$ cat src/rtl/ins_fetch_seq.sv
// Instruction fetch sequencer: holds the PC, fetches words over a req/ack handshake and advances the PC on exec_done.
// Optional INS_TIMEOUT_EN bounds the WAIT state and raises a sticky fetch_err on expiry.
module ins_fetch_seq #(
  parameter int unsigned PC_W        = 8,
  parameter int unsigned INS_W       = 16,
  parameter logic [PC_W-1:0] RESET_PC = '0,
  parameter int unsigned TIMEOUT_CYC = 15
) (
  input  logic             clk,
  input  logic             rst_n,
  input  logic             start,
  input  logic             halt_req,
  input  logic             J,
  input  logic             exec_done,
  output logic             ins_req,
  output logic [PC_W-1:0]  ins_addr,
  input  logic             ins_ack,
  input  logic [INS_W-1:0] ins_rdata,
  output logic [INS_W-1:0] ins_out,
  output logic             ins_valid,
  output logic [PC_W-1:0]  pc_out,
  output logic             busy,
  output logic             fetch_err
);

  // Handshake: ins_req is held with a stable ins_addr until the cycle ins_ack is
  // high; that cycle transfers ins_rdata. ins_ack in any other cycle is ignored.

  typedef enum logic [1:0] {
    ST_IDLE = 2'd0,
    ST_REQ  = 2'd1,
    ST_WAIT = 2'd2,
    ST_HOLD = 2'd3
  } state_t;

  state_t           state_q, state_d;
  logic [PC_W-1:0]  pc_q, pc_d;
  logic [INS_W-1:0] ir_q, ir_d;

`ifdef INS_TIMEOUT_EN
  localparam int unsigned CNT_W = $clog2(TIMEOUT_CYC + 1);
  localparam logic [CNT_W-1:0] CNT_LAST = CNT_W'(TIMEOUT_CYC - 1);
  logic [CNT_W-1:0] cnt_q, cnt_d;
  logic             err_q, err_d;
`endif

  always_ff @(posedge clk or negedge rst_n) begin
    if (!rst_n) begin
      state_q <= ST_IDLE;
      pc_q    <= RESET_PC;
      ir_q    <= '0;
`ifdef INS_TIMEOUT_EN
      cnt_q   <= '0;
      err_q   <= 1'b0;
`endif
    end else begin
      state_q <= state_d;
      pc_q    <= pc_d;
      ir_q    <= ir_d;
`ifdef INS_TIMEOUT_EN
      cnt_q   <= cnt_d;
      err_q   <= err_d;
`endif
    end
  end

  always_comb begin
    state_d = state_q;
    pc_d    = pc_q;
    ir_d    = ir_q;
`ifdef INS_TIMEOUT_EN
    cnt_d   = cnt_q;
    err_d   = err_q;
`endif
    unique case (state_q)
      ST_IDLE: begin
        if (start && !halt_req) state_d = ST_REQ;
      end
      ST_REQ: begin
`ifdef INS_TIMEOUT_EN
        cnt_d = '0;
`endif
        if (ins_ack) begin
          ir_d    = ins_rdata;
          state_d = ST_HOLD;
        end else begin
          state_d = ST_WAIT;
        end
      end
      ST_WAIT: begin
        if (ins_ack) begin
          ir_d    = ins_rdata;
          state_d = ST_HOLD;
        end
`ifdef INS_TIMEOUT_EN
        else if (cnt_q == CNT_LAST) begin
          // Give up; PC is left alone so the next start retries the same address.
          err_d   = 1'b1;
          state_d = ST_IDLE;
        end else begin
          cnt_d = cnt_q + 1'b1;
        end
`endif
      end
      ST_HOLD: begin
        if (exec_done) begin
          pc_d    = J ? ir_q[PC_W-1:0] : pc_q + 1'b1;
          state_d = halt_req ? ST_IDLE : ST_REQ;
        end
      end
      default: state_d = ST_IDLE;
    endcase
  end

  assign ins_req   = (state_q == ST_REQ) || (state_q == ST_WAIT);
  assign ins_addr  = pc_q;
  assign ins_out   = ir_q;
  assign ins_valid = (state_q == ST_HOLD);
  assign pc_out    = pc_q;
  assign busy      = (state_q != ST_IDLE);
`ifdef INS_TIMEOUT_EN
  assign fetch_err = err_q;
`else
  assign fetch_err = 1'b0;
`endif

endmodule

$ cat config.mk
export PLATFORM = sky130hd
export DESIGN_NAME = ins_fetch_seq
export DESIGN_NICKNAME = d
export VERILOG_FILES = /design/src/rtl/ins_fetch_seq.sv
export SDC_FILE = /design/constraint.sdc
export NUM_CORES = 1
export LEC_CHECK = 0
export ABC_AREA = 1
export CAP_MARGIN = 30
export CORE_ASPECT_RATIO = 1.75
export CORE_MARGIN = 2
export CORE_UTILIZATION = 42
export DETAILED_ROUTE_END_ITERATION = 16
export PLACE_DENSITY = 0.81
export SETUP_SLACK_MARGIN = 0.3
export SYNTH_ARGS = -nofsm -noshare
export SYNTH_HDL_FRONTEND = slang
export SYNTH_SLANG_ARGS = --single-unit
$ cat constraint.sdc
create_clock -name clk -period 1.7 [get_ports clk]
set_input_delay 0.51 -clock clk [delete_from_list [all_inputs] [get_ports clk]]
set_output_delay 0.51 -clock clk [all_outputs]
set_load 0.005 [all_outputs]
; Word-level counts from Yosys, hierarchy flattened
; Cells that the tools add are included.
[word_totals]
regBits = 26
input_bits = 23
output_inout_bits = 36
elab_cells = 26
[op_classes]
add_sub_neg = 1
n_eq_ne = 6
n_mux = 7
reduce_logical = 9
[op_table]
columns = cell, count
row1 = "8-bit by 1-bit adder with 8-bit output, second input constant", 1
row2 = 8-bit 2-to-1 mux, 1
row3 = 2-bit one-hot mux with 4 select lines, 1
row4 = 2-bit 2-to-1 mux, 3
row5 = "2-bit != test, second input constant", 3
row6 = "2-bit == test, second input constant", 2
row7 = 2-bit AND reduction, 2
row8 = 3-bit AND reduction, 1
row9 = "2-bit by 1-bit == test with 1-bit output, second input constant", 1
row10 = 2-bit zero test, 1
row11 = 1-bit 2-to-1 mux, 2
row12 = 2-bit nonzero test, 1
row13 = 2-bit OR reduction, 1
row14 = 1-bit logical AND, 1
row15 = 1-bit zero test, 1
row16 = 1-bit logical OR, 1

; Longest topological paths before layout
[logic_depth]
depth_word = 4
ltp_mapped = 8
depth_no_buf = 8

; Least setup slack after synthesis
; No wires, ideal clock.
[synth_path]
path_type = reg2reg
start = reg state_q[0]
end = reg ir_q[10] (netlist: ins_out[10])
setup_time_ns = 0.125
t_arrival_ns = 1.351
t_required_ns = 1.575
path_slack_ns = 0.224
stages_incl_launch_ff = 6
cell_sequence = dfrtp_1 inv_1 ha_1 nand2_4 buf_12 mux2_4
[synth_via]
elab_chain_len = 3
[synth_lines]
columns = item, line
row1 = from (decl), 36  ; state_t state_q, state_d;
row2 = from (signal assigned), 57  ; state_q <= state_d;
row3 = 2-bit by 1-bit == test with 1-bit output or 2-bit == test (tied branches), 75  ; unique case (state_q)
row4 = 2-bit OR reduction (no line) (*), -
row5 = 2-bit AND reduction (no line) (*), -
row6 = to (signal assigned), 59  ; ir_q <= ir_d;
row7 = to (decl), 38  ; logic [INS_W-1:0] ir_q, ir_d;
; Mark *: on every way between the ends. The rest lies on a longest branch, timed or not.
; A chain may end at the register's enable or synchronous reset.

; Worst setup path after layout
[layout_path]
start = reg state_q[0]
end = out ins_req
[layout_via]
elab_chain_len = 2
[layout_lines]
columns = item, line
row1 = 2-bit by 1-bit == test with 1-bit output or 2-bit == test (tied branches), 115  ; assign ins_req = (state_q == ST_REQ) || (state_q == ST_WAIT);
row2 = 1-bit logical OR (*), 115
row3 = to (decl), 15  ; output logic ins_req,
; Marks and branches as above.

==> flow_summary.yaml <==
sta:
  timing.hold.ws_ps: 526.6
  fmax_mhz: 587.0
  timing_max_transition_violations_final: 0
  min_period_over_period: 1.002
  rsz0062_at_grt: "yes"
  clock_skew_ps: 6.142
  fin_crit_ps: 1703
  final_hold_viol_count: 0
  final_critical_path_setup_slack_ps: -3.493
  report.final.setup_viol: 1
global_route:
  gr-usage-all-layers: 0.2442
  grt_pass1_vias: 1416
  grt_pass1_wl_um: 6679
  grt.overflow.total: 0
  grt_max_degree: 27
  antenna_found_initial: 0
clock_network:
  cts_hold_repair.buffers: 0
  cts_tree: "done"
  cts.sinks: 26
  cts-htree-levels: 1
  clock_latency_ps: 270
  max-clock-path-buffers: 2
  tritoncts.num_buffers: 3
  cts.root.buffer_cell: "sky130_fd_sc_hd__clkbuf_8"
  cts.reportedPaths.clkPinSlew_ps: 100
floorplan:
  fp.dieArea_um2: 3884
  die_h_um: 80.96
  std_cell_rows: 28
  floorplan.io_pins: 59
  core-area_um2: 3293
  initial_core_util: 0.4316
  die_x_um: 47.98
cells_and_area:
  syn_to_final_growth_pct: 81.95
  filler_cell_count: 226
  layout.area.seq_um2: 651.9
  finish.cell_count_without_fillers: 299
  most_used_cells_in_the_layout_excluding_fill_and_tap_cells: "sky130_fd_sc_hd__buf_4, sky130_fd_sc_hd__dfrtp_1, sky130_fd_sc_hd__buf_6"
  finish.net_count: 284
  multi_input_area_um2: 787.0
  n_antenna_cell: 0
  final_common_cell: "sky130_fd_sc_hd__buf_4"
  final_layout_size_suffix_gt1_frac: 0.5551
detailed_routing:
  drtIter0Drc: 39
  number_of_iterations_in_the_first_detailed_routing_pass: 4
  via_per_inst: 4.896
  wl_per_instance_um: 16.38
  antenna_left: 0
  routed-via-count: 1464
  detail_route.drc_violations: 0
  detail_route.wirelength_um: 4899
logic_synthesis:
  synth_largest_area_cell: "sky130_fd_sc_hd__dfrtp_1"
  yosys-top-cells-area: "sky130_fd_sc_hd__dfrtp_1, sky130_fd_sc_hd__mux2_4, sky130_fd_sc_hd__nand2_1"
  mappedNetlistNets: 175
  synthesis.area_per_instance_um2: 9.735
  synth-seq-cells: 26
  synth.yosys.warnings: 0
  syn-cell-area_um2: 1421
  synth_sequential_area_ratio: 0.4577
  synth_top_area_frac: 0.4577
  netlist_instances: 146
  post_synth_num_cell_types: 20
pwr:
  power_leakage_nw: 1.325
  finalPower_mw: 5.399
  power.density_cell_area_nw_per_um2: 2088
  vdd_drop_max_v: 0.001484
placed_design:
  place.detailed.instances: 246
  dp_hpwl_um: 2460
  gp_congestion: 0.8223
  numPortBuffers: 57
status:
  outcome: "complete, but fails checks"
  violations: "setup timing"
setup_path:
  crit_path_cell_trace: "buf_6 > inv_4 > ha_4 > buf_6"
  critPathKind: "reg2out"
  critical_path.max_fanout: 2
  cp.arrival_ps: 1190
  crit_path_start_kind: "flip-flop"
  worstSetupEndpointType: "output port"
  critical-path-max-stage-delay_ps: 420
  cpMaxStageDelayCell: "sky130_fd_sc_hd__dfrtp_1"
  crit_required_ps: 1190
  setup.reg_to_reg.worst_slack_ps: 20
  critical-path-top-cell-by-count: "sky130_fd_sc_hd__buf_6"
flow_run:
  drv.max_cap_violation_count: 0
worst_hold_path:
  min_path_type: "reg2reg"
==> stage by stage <==
stage | instance area (um2) | setup WS [ps] | TNS (ps) | utilization
floorplan | 1434 | 302.1 | 0 | -
CTS | 2532 | 34.18 | 0 | 0.7690
global route | 2586 | -34.61 | -54.59 | 0.7853
detailed placement | 2029 | -45.24 | -510.5 | 0.6163
finish | 2586 | -3.493 | -3.493 | 0.7853
global placement | 2029 | -21.20 | -134.9 | 0.6163
==> critical path, delay by kind of cell, from the launching register on <==
family / cells / cell delay (ps)
buffers and inverters: 3 / 310
adders and majority gates: 1 / 200
DFF: 1 / 420
==> cells in the mapped netlist <==
| master | number |
|---|---|
| sky130_fd_sc_hd__nand2_1 | 27 |
| sky130_fd_sc_hd__inv_2 | 1 |
| sky130_fd_sc_hd__mux2_2 | 6 |
| sky130_fd_sc_hd__dfrtp_1 | 26 |
| sky130_fd_sc_hd__a21oi_1 | 10 |
| sky130_fd_sc_hd__buf_4 | 9 |
| sky130_fd_sc_hd__nor3_1 | 1 |
| sky130_fd_sc_hd__clkbuf_8 | 1 |
| sky130_fd_sc_hd__o211ai_1 | 1 |
| sky130_fd_sc_hd__ha_1 | 6 |
| sky130_fd_sc_hd__nand2_4 | 1 |
| sky130_fd_sc_hd__o21bai_1 | 2 |
| sky130_fd_sc_hd__buf_2 | 1 |
| sky130_fd_sc_hd__inv_1 | 15 |
| sky130_fd_sc_hd__mux2_4 | 10 |
| sky130_fd_sc_hd__nand3_1 | 5 |
| sky130_fd_sc_hd__conb_1 | 1 |
| sky130_fd_sc_hd__buf_12 | 1 |
| sky130_fd_sc_hd__o21ai_0 | 8 |
| sky130_fd_sc_hd__nor2_1 | 14 |
==> final cells by class <==
cell class	instances	area share
clock buffers	3	0.01597
clock inverters	1	0.01161
inverters	16	0.02516
multi-input cells	93	0.3043
flip-flops and latches	26	0.2521
well taps	45	0.02177
repair buffers	115	0.3691
==> worst paths after layout <==
kind | start | end | depth (start not counted)
min in group asynchronous | rst_n | state_q[1]$_DFFE_PN0P_ | 2
worst max-delay path | state_q[0]$_DFFE_PN0P_ | ins_req | 4
max in group asynchronous | rst_n | ins_addr[2]$_DFFE_PN0P_ | 2
worst min-delay path | ins_out[15]$_DFFE_PN0P_ | ins_out[15]$_DFFE_PN0P_ | 1
worst max register to register | state_q[0]$_DFFE_PN0P_ | state_q[0]$_DFFE_PN0P_ | 12
worst min register to register | ins_out[15]$_DFFE_PN0P_ | ins_out[15]$_DFFE_PN0P_ | 1
==> flip-flops by register name, summed over array words and instances, names as in the netlist <==
| register | flops |
|---|---|
| ins_addr | 8 |
| ins_out | 16 |
| state_q | 2 |
==> cells by family after synthesis <==
family | Yosys count | synth area share
and+or+nand+nor | 48 | 0.1373
buffers and inverters | 28 | 0.1171
DFF | 26 | 0.4577
AOI/OAI and AO/OA | 21 | 0.07923
muxes | 16 | 0.1532
adders and majority gates | 6 | 0.05282
other | 1 | 0.002638
==> routing by layer <==
metal | wire length, um | track usage
met1 | 1625 | 0.2628
met2 | 2841 | 0.4427
met3 | 171 | 0.02222
met4 | 261 | 0.1162
met5 | 0 | 0
==> power breakdown <==
part	internal (mW)	switching, mW	total (mW)
Sequential	0.944	0.216	1.16
Clock	0.315	0.208	0.523
Combinational	2.18	1.54	3.72
==> timing repair <==
item	in CTS	in global routing
endpoints found under the setup margin	57	59
pin swaps	5	12
buffers inserted	41	7
gates resized for setup	132	59
gates cloned	1	0
Power figures use the tool's default switching activity.
